===== src/rtl/pov_pkg.sv =====
`default_nettype none
// ============================================================================
// Module   : pov_pkg
// Brief    : Shared constants and types for the POV frame-RAM sequencer.
// Revision : 1.0
// ============================================================================
package pov_pkg;

    localparam int POV_AWIDTH = 8;
    localparam int POV_DWIDTH = 16;
    localparam int POV_WORDS  = 256;

    typedef enum logic [1:0] {
        IDLE = 2'd0,
        LOAD = 2'd1,
        RUN  = 2'd2
    } state_t;

    // One stage of the column-read pipe: vld marks a tick, rd says the RAM
    // was actually read (otherwise the column is blanked to zero).
    typedef struct packed {
        logic vld;
        logic rd;
    } colpipe_t;

endpackage
`default_nettype wire


===== src/rtl/sync_edge.sv =====
`default_nettype none
// ============================================================================
// Module   : sync_edge
// Brief    : Two-flop synchronizer with registered rising-edge pulse output.
// Revision : 1.0
// ============================================================================
module sync_edge (
    input  logic clk,
    input  logic rst_n,
    input  logic i_async,
    output logic o_pulse
);

    logic r_meta;
    logic r_sync;
    logic r_prev;
    logic r_pulse;

    always_ff @(posedge clk or negedge rst_n) begin
        if (!rst_n) begin
            r_meta  <= 1'b0;
            r_sync  <= 1'b0;
            r_prev  <= 1'b0;
            r_pulse <= 1'b0;
        end else begin
            r_meta  <= i_async;
            r_sync  <= r_meta;
            r_prev  <= r_sync;
            r_pulse <= r_sync & ~r_prev;
        end
    end

    assign o_pulse = r_pulse;

endmodule
`default_nettype wire


===== src/rtl/pov_ram_sched.sv =====
`default_nettype none
// ============================================================================
// Module   : pov_ram_sched
// Brief    : Frame-RAM owner: ROM->RAM frame copy, then hall-indexed column reads.
// Revision : 1.0
// ============================================================================
module pov_ram_sched
    import pov_pkg::*;
#(
    parameter int DWIDTH = POV_DWIDTH,
    parameter int AWIDTH = POV_AWIDTH,
    parameter int WORDS  = POV_WORDS
) (
    input  logic              clk,
    input  logic              rst_n,
    input  logic              start_load,
    input  logic              hall,
    input  logic              col_tick,
    output logic [AWIDTH-1:0] rom_addr,
    input  logic [DWIDTH-1:0] rom_data,
    output logic [AWIDTH-1:0] direccionram,
    output logic              wram,
    output logic [DWIDTH-1:0] datorom,
    input  logic [DWIDTH-1:0] datoram,
    output logic [DWIDTH-1:0] led_data,
    output logic              busy,
    output logic              load_done
);

    localparam int unsigned        c_words_u    = WORDS;
    localparam int unsigned        c_last_u     = WORDS - 1;
    localparam logic [AWIDTH:0]    c_cnt_end    = c_words_u[AWIDTH:0];
    localparam logic [AWIDTH:0]    c_cnt_lastrd = c_last_u[AWIDTH:0];
    localparam logic [AWIDTH-1:0]  c_col_last   = c_last_u[AWIDTH-1:0];

    state_t             r_state;
    logic [AWIDTH:0]    r_cnt;
    logic [AWIDTH-1:0]  r_rom_addr;
    logic [AWIDTH-1:0]  r_addr;
    logic               r_wram;
    logic [DWIDTH-1:0]  r_led;
    logic               r_busy;
    logic               r_done;
    logic [AWIDTH-1:0]  r_col;
    logic               r_blank;
    colpipe_t           r_p1;
    colpipe_t           r_p2;

    logic               w_hall_pulse;
    logic               w_enter_load;
    logic [AWIDTH:0]    w_cnt_nxt;
    logic [AWIDTH-1:0]  w_col_cur;
    logic               w_blank_cur;

    sync_edge u_hall_sync (
        .clk     (clk),
        .rst_n   (rst_n),
        .i_async (hall),
        .o_pulse (w_hall_pulse)
    );

    // Hall takes priority over a same-cycle column tick.
    always_comb begin
        w_col_cur   = r_col;
        w_blank_cur = r_blank;
        if (w_hall_pulse) begin
            w_col_cur   = '0;
            w_blank_cur = 1'b0;
        end
    end

    assign w_enter_load = start_load && (r_state != LOAD);
    assign w_cnt_nxt    = r_cnt + 1'b1;

    always_ff @(posedge clk or negedge rst_n) begin
        if (!rst_n) begin
            r_state    <= IDLE;
            r_cnt      <= '0;
            r_rom_addr <= '0;
            r_addr     <= '0;
            r_wram     <= 1'b1;
            r_led      <= '0;
            r_busy     <= 1'b0;
            r_done     <= 1'b0;
            r_col      <= '0;
            r_blank    <= 1'b1;
            r_p1       <= '0;
            r_p2       <= '0;
        end else begin
            r_done <= 1'b0;
            r_wram <= 1'b1;
            r_p1   <= '0;
            r_p2   <= r_p1;

            if (w_enter_load) begin
                // Fresh copy: blank the display and drop any in-flight read.
                r_state    <= LOAD;
                r_cnt      <= '0;
                r_rom_addr <= '0;
                r_busy     <= 1'b1;
                r_blank    <= 1'b1;
                r_led      <= '0;
                r_p2       <= '0;
            end else begin
                case (r_state)
                    LOAD: begin
                        // Write address trails the ROM address by one cycle.
                        if (r_cnt < c_cnt_lastrd) begin
                            r_rom_addr <= w_cnt_nxt[AWIDTH-1:0];
                        end
                        if (r_cnt == c_cnt_end) begin
                            r_state <= RUN;
                            r_busy  <= 1'b0;
                            r_done  <= 1'b1;
                        end else begin
                            r_addr <= r_cnt[AWIDTH-1:0];
                            r_wram <= 1'b0;
                        end
                        r_cnt <= w_cnt_nxt;
                    end

                    RUN: begin
                        r_col   <= w_col_cur;
                        r_blank <= w_blank_cur;
                        if (col_tick) begin
                            r_p1 <= '{vld: 1'b1, rd: !w_blank_cur};
                            if (!w_blank_cur) begin
                                r_addr <= w_col_cur;
                                r_col  <= w_col_cur + 1'b1;
                                if (w_col_cur == c_col_last) begin
                                    r_blank <= 1'b1;
                                end
                            end
                        end
                        if (r_p2.vld) begin
                            r_led <= r_p2.rd ? datoram : '0;
                        end
                    end

                    default: begin
                        r_state <= IDLE;
                    end
                endcase
            end
        end
    end

    assign rom_addr     = r_rom_addr;
    assign direccionram = r_addr;
    assign wram         = r_wram;
    assign datorom      = r_wram ? '0 : rom_data;
    assign led_data     = r_led;
    assign busy         = r_busy;
    assign load_done    = r_done;

endmodule
`default_nettype wire


===== config.mk =====
export PLATFORM = sky130hd
export DESIGN_NAME = pov_ram_sched
export DESIGN_NICKNAME = d
export VERILOG_FILES = /design/src/rtl/pov_pkg.sv /design/src/rtl/sync_edge.sv /design/src/rtl/pov_ram_sched.sv
export SDC_FILE = /design/constraint.sdc
export NUM_CORES = 1
export LEC_CHECK = 0
export CORE_MARGIN = 10
export CORE_UTILIZATION = 40
export CTS_CLUSTER_DIAMETER = 100
export DETAILED_ROUTE_END_ITERATION = 10
export PLACE_DENSITY_LB_ADDON = 0.05
export SLEW_MARGIN = 25
export SYNTH_ARGS = -nofsm -noshare
export SYNTH_HDL_FRONTEND = slang
export SYNTH_SLANG_ARGS = --single-unit

===== constraint.sdc =====
create_clock -name clk -period 3.09 [get_ports clk]
set_input_delay 0.618 -clock clk [delete_from_list [all_inputs] [get_ports clk]]
set_output_delay 0.618 -clock clk [all_outputs]
set_load 0.02 [all_outputs]

* Yosys cells after proc, flatten, opt, wreduce, memory -nomap -nowiden
Index checks and enable logic that the tools add are counted.
Widths: inputs -> output; s select.
** Word-level totals
- Bits in registers :: 63
- Input port bits :: 37
- Output and inout bits :: 51
- Word-level logic and storage cells :: 86
** Operators by class
- $add $sub $neg :: 2
- $lt $le $gt $ge :: 1
- Eq/ne operators :: 10
- Muxes and demuxes :: 38
- Bitwise logic cells :: 3
- Reduce and logical (&&, ||, !) cells :: 14
** Operators by type and width (count)
- $mux 16 :: 5
- $mux 8 :: 9
- $mux 9 :: 2
- $pmux 8 s2 :: 1
- $mux 1 :: 14
- $mux 2 :: 6
- $reduce_bool 2->1 :: 6
- $reduce_and 2->1 :: 5
- $add 9x1->9 const B :: 1
- $eq 9x9->1 const B :: 1
- $lt 9x8->1 const B :: 1
- $add 8x1->8 const B :: 1
- $eq 8x8->1 const B :: 1
- $ne 2x2->1 const B :: 4
- $reduce_and 5->1 :: 1
- $pmux 2 s2 :: 1
- $ne 3x3->1 const B :: 1
- $eq 2x1->1 const B :: 1
- $eq 2x2->1 const B :: 1
- $ne 2x1->1 const B :: 1
- $not 1->1 :: 2
- $and 1x1->1 :: 1
- $logic_and 1x1->1 :: 1
- $logic_not 1->1 :: 1

* Longest topological paths before layout
- Depth in word-level cells :: 7
- Mapped depth :: 7
- Gate-level depth less buffers :: 6

* Modules after synthesis
From an unflattened synthesis, not the netlist that was laid out.
** Unflattened totals
- Cells, all modules :: 312
- Area total of the unflattened synthesis :: 3024.2 µm²
** By module, submodules not included
- pov_ram_sched :: times used 1, cells each 307, area each 2910.3 µm², sequential area each 1478.9 µm²
- sync_edge :: times used 1, cells each 5, area each 113.9 µm², sequential area each 100.1 µm²

* Worst setup path before layout
Ideal clock, no wire load.
- Path type :: in2reg
- Start point :: input port start_load
- End point :: register r_col[1]
- Library setup time :: 0.121 ns
- Arrival :: 1.675 ns
- Data required time :: 2.969 ns
- Slack :: 1.294 ns
- Stages on the path :: 4
- Buffers on the path :: 1
- Cells stage by stage :: buf_2 > nor3b_1 > o21ai_0 > a22o_1
** On the way
- Cells in the longest elaborated chain, start to end :: 3
** Ends and longest elaborated chain
- start: declaration :: RTL line pov_ram_sched.sv:16 : input logic start_load,
- $logic_and 1x1->1 :: RTL line pov_ram_sched.sv:72 : assign w_enter_load = start_load && (r_state != LOAD);
- $not 1->1 (no source line)
- $reduce_and 2->1 (no source line)
- end signal: assignment :: RTL line pov_ram_sched.sv:123 : r_col <= w_col_cur;
- end signal: assignment :: RTL line pov_ram_sched.sv:129 : r_col <= w_col_cur + 1'b1;
- end: declaration :: RTL line pov_ram_sched.sv:44 : logic [AWIDTH-1:0] r_col;
No other way between the ends.
A chain may end at the register's enable or synchronous reset.

* Worst setup path in the final report
- Start point :: input port rom_data[6]
- End point :: output port datorom[6]
** On the way
- Cells in the longest elaborated chain, start to end :: 1
** Ends and longest elaborated chain
- start: declaration :: RTL line pov_ram_sched.sv:20 : input logic [DWIDTH-1:0] rom_data,
- $mux 16 :: RTL line pov_ram_sched.sv:151 : assign datorom = r_wram ? '0 : rom_data;
- end: declaration :: RTL line pov_ram_sched.sv:23 : output logic [DWIDTH-1:0] datorom,
No other way between the ends.

==> impl_metrics.tcl <==
set metrics [dict create \
    max_clock_freq_mhz 409 \
    syn_nets 354 \
    clk_pin_slew_ns 0.07 \
    fin_ws_ns 0.646 \
    slowest_delay_ns 0.63 \
    n_antenna_cell 0 \
    r2r_end "direccionram[4]$_DFFE_PN0P_" \
    synth_most_common_cell "dfrtp_1" \
    clockBufferDepth 2 \
    crit_arrival_ns 1.83 \
    cts_tree "yes" \
    clock-sinks 63 \
    powerDensity_nw_per_um2 776 \
    viasPerCell 5.04 \
    fin_setup_tns_ns 0 \
    finish.net_count 439 \
    cp_max_fo 1 \
    dieArea_um2 11400 \
    synthArstFlopShare 1.00 \
    p_int_mw 2.00 \
    portBuffers 87 \
    rsz0062_at_grt "false" \
    post_cts_buffers 0 \
    rows 31 \
    vias 2536 \
    ios 88 \
    yosys-top-cells-area "dfrtp_1, nand2_1, nor2b_1" \
    synth.distinct_cells 42 \
    synth.avg_cell_area_um2 9.57 \
    drive_gt1_frac 0.0842 \
    track_usage 0.142 \
    ir_worst_vdd_v 0.000393 \
    r2r_start "u_hall_sync.o_pulse$_DFF_PN0_" \
    setup_viol 0 \
    combPwrFrac 0.398 \
    antenna_found_initial 0 \
    critical_path_class "primary input to output pin" \
    die_x_um 107 \
    place_ws_ns 0.635 \
    first_pass_iters 4 \
    drc 0 \
    h-tree-depth 3 \
    placed_cell_area_um2 3970 \
    fin_crit_ns 2.44 \
    cellLeakagePower_nw 1.74 \
    max-cap-violations 0 \
    synthTopCellsByCount "dfrtp_1, nand2_1, a21oi_1" \
    hold_viol 0 \
    start_kind "primary input" \
    pwr-share-clk 0.202 \
    grt_pass1_vias 2437 \
    initialDrtViolationCount 88 \
    ff2ff_setup_slack_ns 0.96 \
    fin_area_um2 4150 \
    relSlewSlack 0.390 \
    yosysTopAreaCell "dfrtp_1" \
    cpMostUsedCell "clkdlybuf4s50_1" \
    hold_class "primary input to asynchronous set/reset pin" \
    synth-seq-area-share 0.526 \
    gp_congestion 0.781 \
    yosysWarnings 0 \
    endpoint_kind "output pin" \
    finClkSkew_ns 0.00896 \
    status "finished, final reports clean" \
    maxSlewViolCount 0 \
    cts-root-buf "clkbuf_8" \
    die_y_um 107 \
    n_fill_cell 692 \
    synth_edf_count 0 \
    holdBufCountCts 0 \
    worstRegToRegCells 4 \
    synth_area_um2 3000 \
    wirelength_um 8060 \
    core-area_um2 7290 \
    power_switching_mw 1.22 \
    fin_crit_sh 0.791 \
    dp_hpwl_um 5920 \
    start_util 0.412 \
    worst_pin_slew_ns 0.913 \
    p_seq_frac 0.400 \
    grt_start_max_net_pins 37 \
    grt_first_pass_wirelength_um 13000 \
    setup.worst_path.start "rom_data[6]" \
    overflow 0 \
    worstPathRequired_ns 2.47 \
    synth_top_area_frac 0.508 \
    area_delta_synth_final_pct 38.2 \
    synth_cells 314 \
    cts_buffers 9 \
    synth-seq-cells 63 \
    clk_latency_ns 0.34 \
    cpMaxStageDelayCell "clkdlybuf4s50_1" \
    path_cells "clkdlybuf4s50_1 -> nor2b_1 -> clkdlybuf4s50_1" \
    wl_per_cell_um 16.0 \
    netSwitchingFraction 0.379 \
    detail-route-antenna-nets 0 \
    synth-main-ff-cell "dfrtp_1" \
    cts_resized 0 \
]
[through the flow]
stage / instances / total power, mW / utilization / hold WS (ns)
after global placement: 487 / 2.58 / 0.544 / 0.333
after global routing: 503 / 3.46 / 0.569 / 0.342
after floorplan: 314 / 1.99 / - / 0.322
after CTS: 503 / 3.27 / 0.569 / 0.307
final: 503 / 3.22 / 0.569 / 0.304
after detailed placement: 487 / 2.60 / 0.544 / 0.337
[how the worst max path moves through the flow]
| stage | endpoint | slack [ns] | cells past startpoint |
|---|---|---|---|
| detailed placement | datorom[10] | 0.64 | 3 |
| global route | datorom[4] | 0.59 | 3 |
| CTS | datorom[10] | 0.64 | 3 |
| finish | datorom[6] | 0.65 | 3 |
| global placement | datorom[7] | 0.66 | 3 |
| floorplan | r_col[1]$_DFFE_PN0P_ | 1.29 | 4 |
[logic make-up after synthesis]
family | synth area share
simple gates | 0.235
buf+inv | 0.0404
compound gates | 0.122
xor+xnor | 0.0292
flops | 0.526
mux | 0.0354
fa+ha+maj | 0.0125
[layer usage]
layer / vias up / GRT usage / share of wire
met4: 0 / 0.0532 / 0.015
li1: 1238 / - / -
met3: 11 / 0.0431 / 0.070
met1: 1207 / 0.191 / 0.49
met2: 80 / 0.208 / 0.43
met5: - / 0 / 0
[sequential cells by signal (all words and copies together), names as in the netlist]
signal	flops
load_done	1
led_data	16
direccionram	8
busy	1
r_col	8
u_hall_sync.r_meta	1
r_state	2
u_hall_sync.o_pulse	1
r_blank	1
r_p2	2
u_hall_sync.r_prev	1
rom_addr	8
r_p1	2
u_hall_sync.r_sync	1
wram	1
r_cnt	9
[critical path: cells and delay by family]
family	cells	cell delay (ns)
AND/OR/NAND/NOR	1	0.14
buffers and inverters	2	1.07
[power by group through the flow]
| stage | clock, mW | sequential, mW | combinational (mW) |
|---|---|---|---|
| global placement | 0 | 1.29 | 1.29 |
| finish | 0.650 | 1.29 | 1.28 |
| detailed placement | 0 | 1.30 | 1.30 |
| floorplan | 0 | 1.43 | 0.564 |
| CTS | 0.677 | 1.29 | 1.30 |
| global route | 0.718 | 1.32 | 1.42 |
[layout by cell type (no fill, tap or decap), types with 2 or more instances in the layout]
master,count
nand2b_1,6
a21oi_1,27
o31ai_1,4
nor2b_1,23
and4_1,2
o21ai_0,20
clkbuf_8,10
o22ai_1,4
clkinv_4,3
mux2i_1,5
nor4_1,3
clkdlybuf4s50_1,86
ha_1,3
nor2_1,16
dfrtp_1,61
mux2_2,4
inv_1,10
buf_4,5
xnor2_1,6
and3_1,3
nand2_1,45
xor2_1,4
nor3_1,3
clkinvlp_4,2
a211oi_1,3
dfstp_2,2
and2_1,5
nand3b_1,2
nand3_1,20
[area by class of cell]
type                            count  area, um2  share of cell area
Inverter                           10       37.5             0.00904
Sequential cell                    63       1580               0.380
Timing Repair Buffer               93        923               0.222
Clock buffer                       10        138              0.0332
Multi-Input combinational cell    222       1300               0.314
Clock inverter                      6       46.3              0.0112
Tap cell                           99        124              0.0298
No activity file was read; power rests on OpenSTA's default activity.
